$ cat config.mk
export PLATFORM = sky130hd
export DESIGN_NAME = r4_sdf_ctrl
export DESIGN_NICKNAME = d
export VERILOG_FILES = /design/src/rtl/fft_r4_pkg.sv /design/src/rtl/r4_tag_delay.sv /design/src/rtl/r4_sdf_ctrl.sv
export SDC_FILE = /design/constraint.sdc
export NUM_CORES = 1
export LEC_CHECK = 0
export ABC_AREA = 1
export CAP_MARGIN = 20
export CORE_MARGIN = 3
export CORE_UTILIZATION = 62
export DETAILED_ROUTE_END_ITERATION = 10
export PLACE_DENSITY = 0.8
export SETUP_SLACK_MARGIN = 0.05
export SYNTH_ARGS = -nofsm -noshare
export SYNTH_HDL_FRONTEND = slang
export SYNTH_SLANG_ARGS = --single-unit
$ cat constraint.sdc
create_clock -name clk -period 6.6 [get_ports clk]
set_clock_uncertainty 0.2 [all_clocks]
set_input_delay 1.98 -clock clk [delete_from_list [all_inputs] [get_ports clk]]
set_output_delay 1.98 -clock clk [all_outputs]
set_load 0.01 [all_outputs]
$ cat src/rtl/fft_r4_pkg.sv
// Shared types and size helpers for the radix-4 SDF FFT controller.
// All sizes derive from the radix-4 stage count and the per-stage register latency.
package fft_r4_pkg;

  localparam int LOG4N_DEF  = 2;
  localparam int BF_LAT_DEF = 1;

  function automatic int n_of(input int log4n);
    return 1 << (2 * log4n);
  endfunction

  // Cycles from an input sample to its output bin, counted in advances.
  function automatic int lat_of(input int log4n, input int bf_lat);
    return n_of(log4n) - 1 + log4n * bf_lat;
  endfunction

  // Delay-feedback length of stage s.
  function automatic int d_of(input int log4n, input int s);
    return 1 << (2 * (log4n - 1 - s));
  endfunction

  // Counter offset at which stage s sees the start of a frame.
  function automatic int off_of(input int log4n, input int bf_lat, input int s);
    int o;
    o = 0;
    for (int i = 0; i < s; i++) begin
      o = o + 3 * d_of(log4n, i) + bf_lat;
    end
    return o;
  endfunction

  typedef struct packed {
    logic valid;
    logic first;
    logic last;
  } r4_tag_t;

  typedef enum logic [1:0] {
    IDLE,
    RUN,
    FLUSH
  } ctrl_state_t;

endpackage

$ cat src/rtl/r4_tag_delay.sv
// Enable-gated delay line for output tags; moves in lockstep with the datapath.
// Synchronous clear drops every in-flight tag.
module r4_tag_delay
  import fft_r4_pkg::*;
#(
  parameter int DEPTH = 17
) (
  input  logic    clk,
  input  logic    i_clr,
  input  logic    i_en,
  input  r4_tag_t i_tag,
  output r4_tag_t o_tag
);

  r4_tag_t r_line [DEPTH];

  always_ff @(posedge clk) begin
    if (i_clr) begin
      for (int i = 0; i < DEPTH; i++) begin
        r_line[i] <= '0;
      end
    end else if (i_en) begin
      r_line[0] <= i_tag;
      for (int i = 1; i < DEPTH; i++) begin
        r_line[i] <= r_line[i-1];
      end
    end
  end

  assign o_tag = r_line[DEPTH-1];

endmodule

$ cat src/rtl/r4_sdf_ctrl.sv
// Sequencer for a cascaded radix-4 SDF FFT: stream handshake, clock-enable,
// zero-fill flush, per-stage butterfly phase / twiddle addresses and output tagging.
module r4_sdf_ctrl
  import fft_r4_pkg::*;
#(
  parameter int LOG4N  = LOG4N_DEF,
  parameter int BF_LAT = BF_LAT_DEF
) (
  input  logic                     clk,
  input  logic                     rst_n,
  input  logic                     i_in_valid,
  output logic                     o_in_ready,
  output logic                     o_dp_en,
  output logic                     o_dp_zero,
  output logic [2*LOG4N-1:0]       o_st_phase,
  output logic [2*LOG4N*LOG4N-1:0] o_st_tw,
  output logic                     o_out_valid,
  output logic                     o_out_first,
  output logic                     o_out_last
);

  localparam int W   = 2 * LOG4N;
  localparam int N   = n_of(LOG4N);
  localparam int LAT = lat_of(LOG4N, BF_LAT);
  localparam int FCW = $clog2(LAT + 1);

  localparam logic [W-1:0]   G_LAST = W'(N - 1);
  localparam logic [FCW-1:0] FC_END = FCW'(LAT - 1);

  ctrl_state_t    r_state;
  logic [W-1:0]   r_g;
  logic [FCW-1:0] r_flush_cnt;
  logic           r_in_ready;

  logic         w_ready;
  logic         w_fire;
  logic         w_dp_en;
  logic         w_dp_zero;
  logic [W-1:0] w_g_inc;
  r4_tag_t      w_tag_in;
  r4_tag_t      w_tag_out;

  always_comb begin
    w_ready   = r_in_ready & rst_n;
    w_fire    = i_in_valid & w_ready;
    w_dp_en   = rst_n & ((r_state == FLUSH) | w_fire);
    w_dp_zero = rst_n & (r_state == FLUSH) & ~w_fire;
    w_g_inc   = r_g + 1'b1;
  end

  // The cycle after the last sample of a frame is already the first flush cycle;
  // a sample offered there (g wrapped to 0) starts the next frame with no gap.
  always_ff @(posedge clk) begin
    if (!rst_n) begin
      r_state     <= IDLE;
      r_g         <= '0;
      r_flush_cnt <= '0;
      r_in_ready  <= 1'b1;
    end else begin
      case (r_state)
        IDLE: begin
          if (w_fire) begin
            r_state <= RUN;
            r_g     <= w_g_inc;
          end
        end
        RUN: begin
          if (w_fire) begin
            r_g <= w_g_inc;
            if (r_g == G_LAST) begin
              r_state     <= FLUSH;
              r_flush_cnt <= '0;
            end
          end
        end
        FLUSH: begin
          if (w_fire) begin
            r_state    <= RUN;
            r_g        <= w_g_inc;
            r_in_ready <= 1'b1;
          end else if (r_flush_cnt == FC_END) begin
            r_state    <= IDLE;
            r_g        <= '0;
            r_in_ready <= 1'b1;
          end else begin
            r_flush_cnt <= r_flush_cnt + 1'b1;
            r_g         <= w_g_inc;
            r_in_ready  <= (w_g_inc == '0);
          end
        end
        default: begin
          r_state    <= IDLE;
          r_g        <= '0;
          r_in_ready <= 1'b1;
        end
      endcase
    end
  end

  always_comb begin
    w_tag_in       = '0;
    w_tag_in.valid = w_fire;
    w_tag_in.first = w_fire & (r_g == '0);
    w_tag_in.last  = w_fire & (r_g == G_LAST);
  end

  r4_tag_delay #(
    .DEPTH(LAT)
  ) u_tag_delay (
    .clk  (clk),
    .i_clr(~rst_n),
    .i_en (w_dp_en),
    .i_tag(w_tag_in),
    .o_tag(w_tag_out)
  );

  assign o_in_ready  = w_ready;
  assign o_dp_en     = w_dp_en;
  assign o_dp_zero   = w_dp_zero;
  assign o_out_valid = w_tag_out.valid & w_dp_en;
  assign o_out_first = w_tag_out.first & w_dp_en;
  assign o_out_last  = w_tag_out.last & w_dp_en;

  // D and 4*D are powers of two, so the modulo/divide reduce to mask and shift.
  for (genvar s = 0; s < LOG4N; s++) begin : g_stage
    localparam int           D     = d_of(LOG4N, s);
    localparam int           DSH   = 2 * (LOG4N - 1 - s);
    localparam logic [W-1:0] OFF   = W'(off_of(LOG4N, BF_LAT, s));
    localparam logic [W-1:0] LMASK = W'(4 * D - 1);
    localparam logic [W-1:0] DMASK = W'(D - 1);

    logic [W-1:0] w_l;
    logic [W-1:0] w_idx;
    logic [W-1:0] w_tw;
    logic [1:0]   w_ph;

    assign w_l   = (r_g - OFF) & LMASK;
    assign w_ph  = 2'(w_l >> DSH);
    assign w_idx = w_l & DMASK;
    assign w_tw  = (w_idx * W'(w_ph)) << (2 * s);

    assign o_st_phase[2*s +: 2] = rst_n ? w_ph : 2'b00;
    assign o_st_tw[W*s +: W]    = rst_n ? w_tw : '0;
  end

endmodule

After elaboration in Yosys (flattened, before gate mapping). Memories as Yosys holds them, arrays and structs flattened. Index checks and enable logic that the tools add are counted.

Register bits after elaboration: 12. Bits in latches: 0. RAM bits: 51. Bits in read-only memories: 0. Input port bits: 3. Word-level logic and storage cells: 98. Memories kept: 1.

$add $sub $neg: 3. $mul: 1. Div/mod/pow operators: 0. Order comparisons: 0. Equality and inequality tests: 11. Shifts and indexed selects: 0. Mux-type cells: 42. Bitwise logic cells: 29. Reductions and logical operators: 7.

Memories: u_tag_delay.r_line (words 17, bits a word 3, read ports 17, clocked after memory_dff 0, wr ports 17, RTL line r4_tag_delay.sv:15) `r4_tag_t r_line [DEPTH];`.

Operators with widths (number): 2-to-1 mux 3 bit (17); 2-to-1 mux 5 bit (4); OR 1 bit (18); 2-to-1 mux 4 bit (4); 2-to-1 mux 2 bit (7); bitwise AND 1 bit (10); != test 2 bit, second input constant (5); one-hot mux 5 bit (2 select lines) (1); logical NOT 4 bit (2); one-hot mux 4 bit (2 select lines) (1); 2-to-1 mux 1 bit (6); one-hot mux 2 bit (3 select lines) (1); adder 5 x 1 -> 5 bit, second input constant (1); == test 5 bit, second input constant (1); AND reduction 5 bit (1); adder 4 x 1 -> 4 bit, second input constant (1); == test 4 bit, second input constant (1); multiplier 2 x 2 -> 4 bit (1); AND reduction 4 bit (1); != test 3 x 2 -> 1 bit, second input constant (1); == test 2 x 1 -> 1 bit, second input constant (1); == test 2 bit, second input constant (1); logical NOT 2 bit (1); != test 2 x 1 -> 1 bit, second input constant (1); 5 further kinds (5).

Depth between registers and ports, before layout.
Word-level depth: 8. Gate-level depth with buffers: 10. Mapped depth without buffers: 10.

Cells and area by module. From an unflattened synthesis, not the netlist that was laid out.

Cell total of the unflattened synthesis: 311. Area total of the unflattened synthesis: 2946.6 um2.

By module, submodules not included: r4_tag_delay (times used 1, cells each 164, area each 2024.4 um2, sequential area each 1531.5 um2); r4_sdf_ctrl (times used 1, cells each 147, area each 922.1 um2, sequential area each 240.2 um2).

Worst setup path after synthesis. Ideal clock, no wire load.

Path type: in2out. Start: input i_in_valid. End: output o_out_first. Arrival: 2.666 ns. Required time: 4.420 ns. Slack: 1.754 ns. Stages on the path: 5. Path buffers: 1. Cells stage by stage: nand3_4 -> a21oi_4 -> inv_2 -> buf_6 -> nor2_1.

Cells in the longest elaborated chain, start to end: 4.

RTL lines: start, declared (RTL line r4_sdf_ctrl.sv:11) `input logic i_in_valid,`; bitwise AND 1 bit (RTL line r4_sdf_ctrl.sv:45) `w_fire = i_in_valid & w_ready;`; OR 1 bit (RTL line r4_sdf_ctrl.sv:46) `w_dp_en = rst_n & ((r_state == FLUSH) | w_fire);`; bitwise AND 1 bit (RTL line r4_sdf_ctrl.sv:46); via o_dp_en (RTL line r4_sdf_ctrl.sv:13) `output logic o_dp_en,`; bitwise AND 1 bit (RTL line r4_sdf_ctrl.sv:121) `assign o_out_first = w_tag_out.first & w_dp_en;`; end, declared (RTL line r4_sdf_ctrl.sv:18) `output logic o_out_first,`.

The timed path passes the listed nets, and every way through them passes these cells.

Worst setup path after layout.
Start: input rst_n. End: output o_out_first.

Cells in the longest elaborated chain, start to end: 5.

RTL lines: start, declared (RTL line r4_sdf_ctrl.sv:10) `input logic rst_n,`; bitwise AND 1 bit (RTL line r4_sdf_ctrl.sv:44) `w_ready = r_in_ready & rst_n;`; bitwise AND 1 bit (RTL line r4_sdf_ctrl.sv:45); OR 1 bit (RTL line r4_sdf_ctrl.sv:46); bitwise AND 1 bit (*) (RTL line r4_sdf_ctrl.sv:46); bitwise AND 1 bit (*) (RTL line r4_sdf_ctrl.sv:121).

Mark *: on every way between the ends. The rest lies on a longest branch, timed or not.

==> impl_metrics.ini <==
[run_status]
outcome = complete, no violations

[critical_path]
arrival_ps = 3760
worstSetupPathType = input port to output pin
cp-end-kind = output pin
r2r_end = u_tag_delay.r_line[0][34]$_SDFFCE_PN0P_
crit_fanout = 11
slowest_delay_ps = 530
cp_slowest_cell = clkdlybuf4s50_1
cp_common_cell = clkdlybuf4s50_1
r2r_slack_ps = 4770
cp_top_family = buffers and inverters
reg2regPathDepth = 6
worst_r2r_startpoint = r_state[0]$_SDFFE_PN0P_
required_ps = 4420
crit_chain = clkdlybuf4s50_1 -> buf_4 -> nand3_4 -> a21oi_4 -> inv_2 -> nor2_1 -> clkdlybuf4s50_1
cp-start-kind = input port
crit_start = rst_n
crit_buf_inv = 4

[synthesis]
synth_warnings = 0
syn-cell-area_um2 = 2940
syn_inst = 304
yosys.area.top_type = edfxtp_1
netlist.area_leader.share_pct = 52.2
avgSynthCellArea_um2 = 9.66
synth_cell_type_count = 26
synth_seq_area_share_pct = 60.3
synth_seq_cells = 63
synth_area_leaders = edfxtp_1 (52%), inv_1 (10%), dfxtp_1 (8.2%)

[clock_tree]
root_buffer = clkbuf_8
cts_post_setup_buffers_inserted = 0
cts-hold-fix-buffers = 0
ctsHtreeMaxLevel = 3
clkLatencyLatePin_ps = 330
max-clock-path-buffers = 2
cts.sinks = 63
cts.clk_slew.worst_paths_ps = 70
cts_tree = done
cts-buffers-inserted = 9
cts_resized = 0

[placement]
dp_hpwl_mm = 2.71
gp_congestion = 0.856
port_buffers = 16
pre_cts_ws_ps = 659

[global_route]
grt_pass1_vias = 1647
grt_max_degree = 52
grt_first_pass_wirelength_mm = 6.89
grt_overflow = 0
grt_usage_pct = 16.8
antenna_found_initial = 0

[final_layout]
nNetsFinal = 334
final_cell_mix = inv_1 (80), edfxtp_1 (51), nor2_1 (47)
n_antenna_cell = 0
final_common_cell = inv_1
syn2layout_area_growth_pct = 10.9
drive_gt1_share_pct = 13.9

[drt]
wl_per_cell_um = 10.7
firstDrtPassIters = 4
drtAntennaViolNets = 0
avgViaCountPerCell = 4.79
vias = 1828
drt_iter0_drc = 122
drcViolationCount = 0
wl_mm = 4.08

[timing]
slew_viol_final = 0
maxSlewHeadroom_pct = 59.3
finalHoldViolations = 0
worst_pin_slew_ps = 610
rsz0062_at_grt = no
max_freq_mhz = 168
setup_viol_count_final = 0
finalCritPeriodShare_pct = 90.0
fin_ws_ps = 657
period_needed_ps = 5940
finalSetupTns_ps = 0

[min_path]
worstHoldPathType = flop to flop
min_delay_path_depth = 2
min_from = r_state[1]$_SDFFE_PN0P_
whs_endpoint = r_in_ready$_SDFFE_PN1P_

[floorplanning]
coreArea_um2 = 4470
core.rowCount = 24
die_w_um = 74.8
io_pins = 21
die_y_um = 74.8
dieArea_um2 = 5600
start_util_pct = 65.6

[pwr]
vdd_drop_max_v = 0.000198
power_per_cell_area_nw_per_um2 = 237
power.leakage_nw = 1.40

[flow_run]
cap_violations = 0
-- per-layer routing --
layer	track usage (%)	share of wire [%]	wire, µm	vias up
met1	20.9	46	1890	835
met2	25.9	48	1950	35
met3	5.34	4.4	178	6
li1	-	-	-	952
met5	0	0	0	-
met4	9.49	1.6	64	0
-- area by class of cell --
class	instances	area (µm²)
Fill cell	328	1220
Inverter	82	308
Clock inverter	5	25.0
Timing Repair Buffer	19	183
Tap cell	52	65.1
Multi-Input combinational cell	150	772
Sequential cell	63	1770
Clock buffer	11	131
-- stage by stage --
step	hold WS [ps]	utilization [%]	power, mW	instances	area (µm²)
floorplan	274	-	0.500	307	2950
global placement	298	69.3	0.509	366	3100
detailed placement	305	69.3	0.510	366	3100
CTS	304	72.8	0.778	382	3260
global route	359	72.8	0.802	382	3260
finish	305	72.8	0.772	382	3260
-- state kept, by name, summed over array words and instances, names as in the netlist --
signal              count
r_flush_cnt             5
r_g                     4
r_in_ready              1
r_state                 2
u_tag_delay.r_line     51
-- cell families after synthesis --
group | count (synthesis) | synth area share (%)
buf+inv | 94 | 13.9
fa+ha+maj | 6 | 2.56
simple gates | 124 | 19.8
other cells | 1 | 0.128
flops | 63 | 60.3
xor+xnor | 1 | 0.298
compound gates | 15 | 2.98
-- worst register-to-register path, stage by stage (launching register included) --
cell and delay (ps):
dfxtp_1 300, inv_1 70, nand2_2 160, a21oi_4 80
inv_2 160, buf_4 470, nor2_1 110
-- cells in the mapped netlist --
cell type and count:
a21oi_1 9, a21oi_4 1, a31oi_1 1, buf_2 3
buf_4 4, buf_6 5, conb_1 1, dfxtp_1 12
edfxtp_1 51, ha_1 6, inv_1 80, inv_2 2
nand2_1 38, nand2_2 2, nand2_4 1, nand3_1 9
nand3_2 2, nand3_4 1, nand4_1 2, nor2_1 47
nor2_2 20, nor2_4 1, nor4_1 1, o21ai_0 3
o21ai_1 1, xnor2_1 1
-- report_power, final --
group | switching (mW) | leakage, nW | total (mW) | internal [mW]
Sequential | 0.00562 | 0.641 | 0.456 | 0.451
Combinational | 0.0315 | 0.678 | 0.0450 | 0.0135
Clock | 0.138 | 0.0782 | 0.271 | 0.132
Total | 0.176 | 1.40 | 0.772 | 0.597
-- worst max-delay path by stage --
stage	endpoint	depth (start not counted)
final	o_out_first	7
after global routing	o_out_last	7
after CTS	o_out_valid	7
after detailed placement	o_out_valid	7
after global placement	o_out_valid	7
after floorplan	o_out_first	5
No activity file was read; power rests on OpenSTA's default activity.
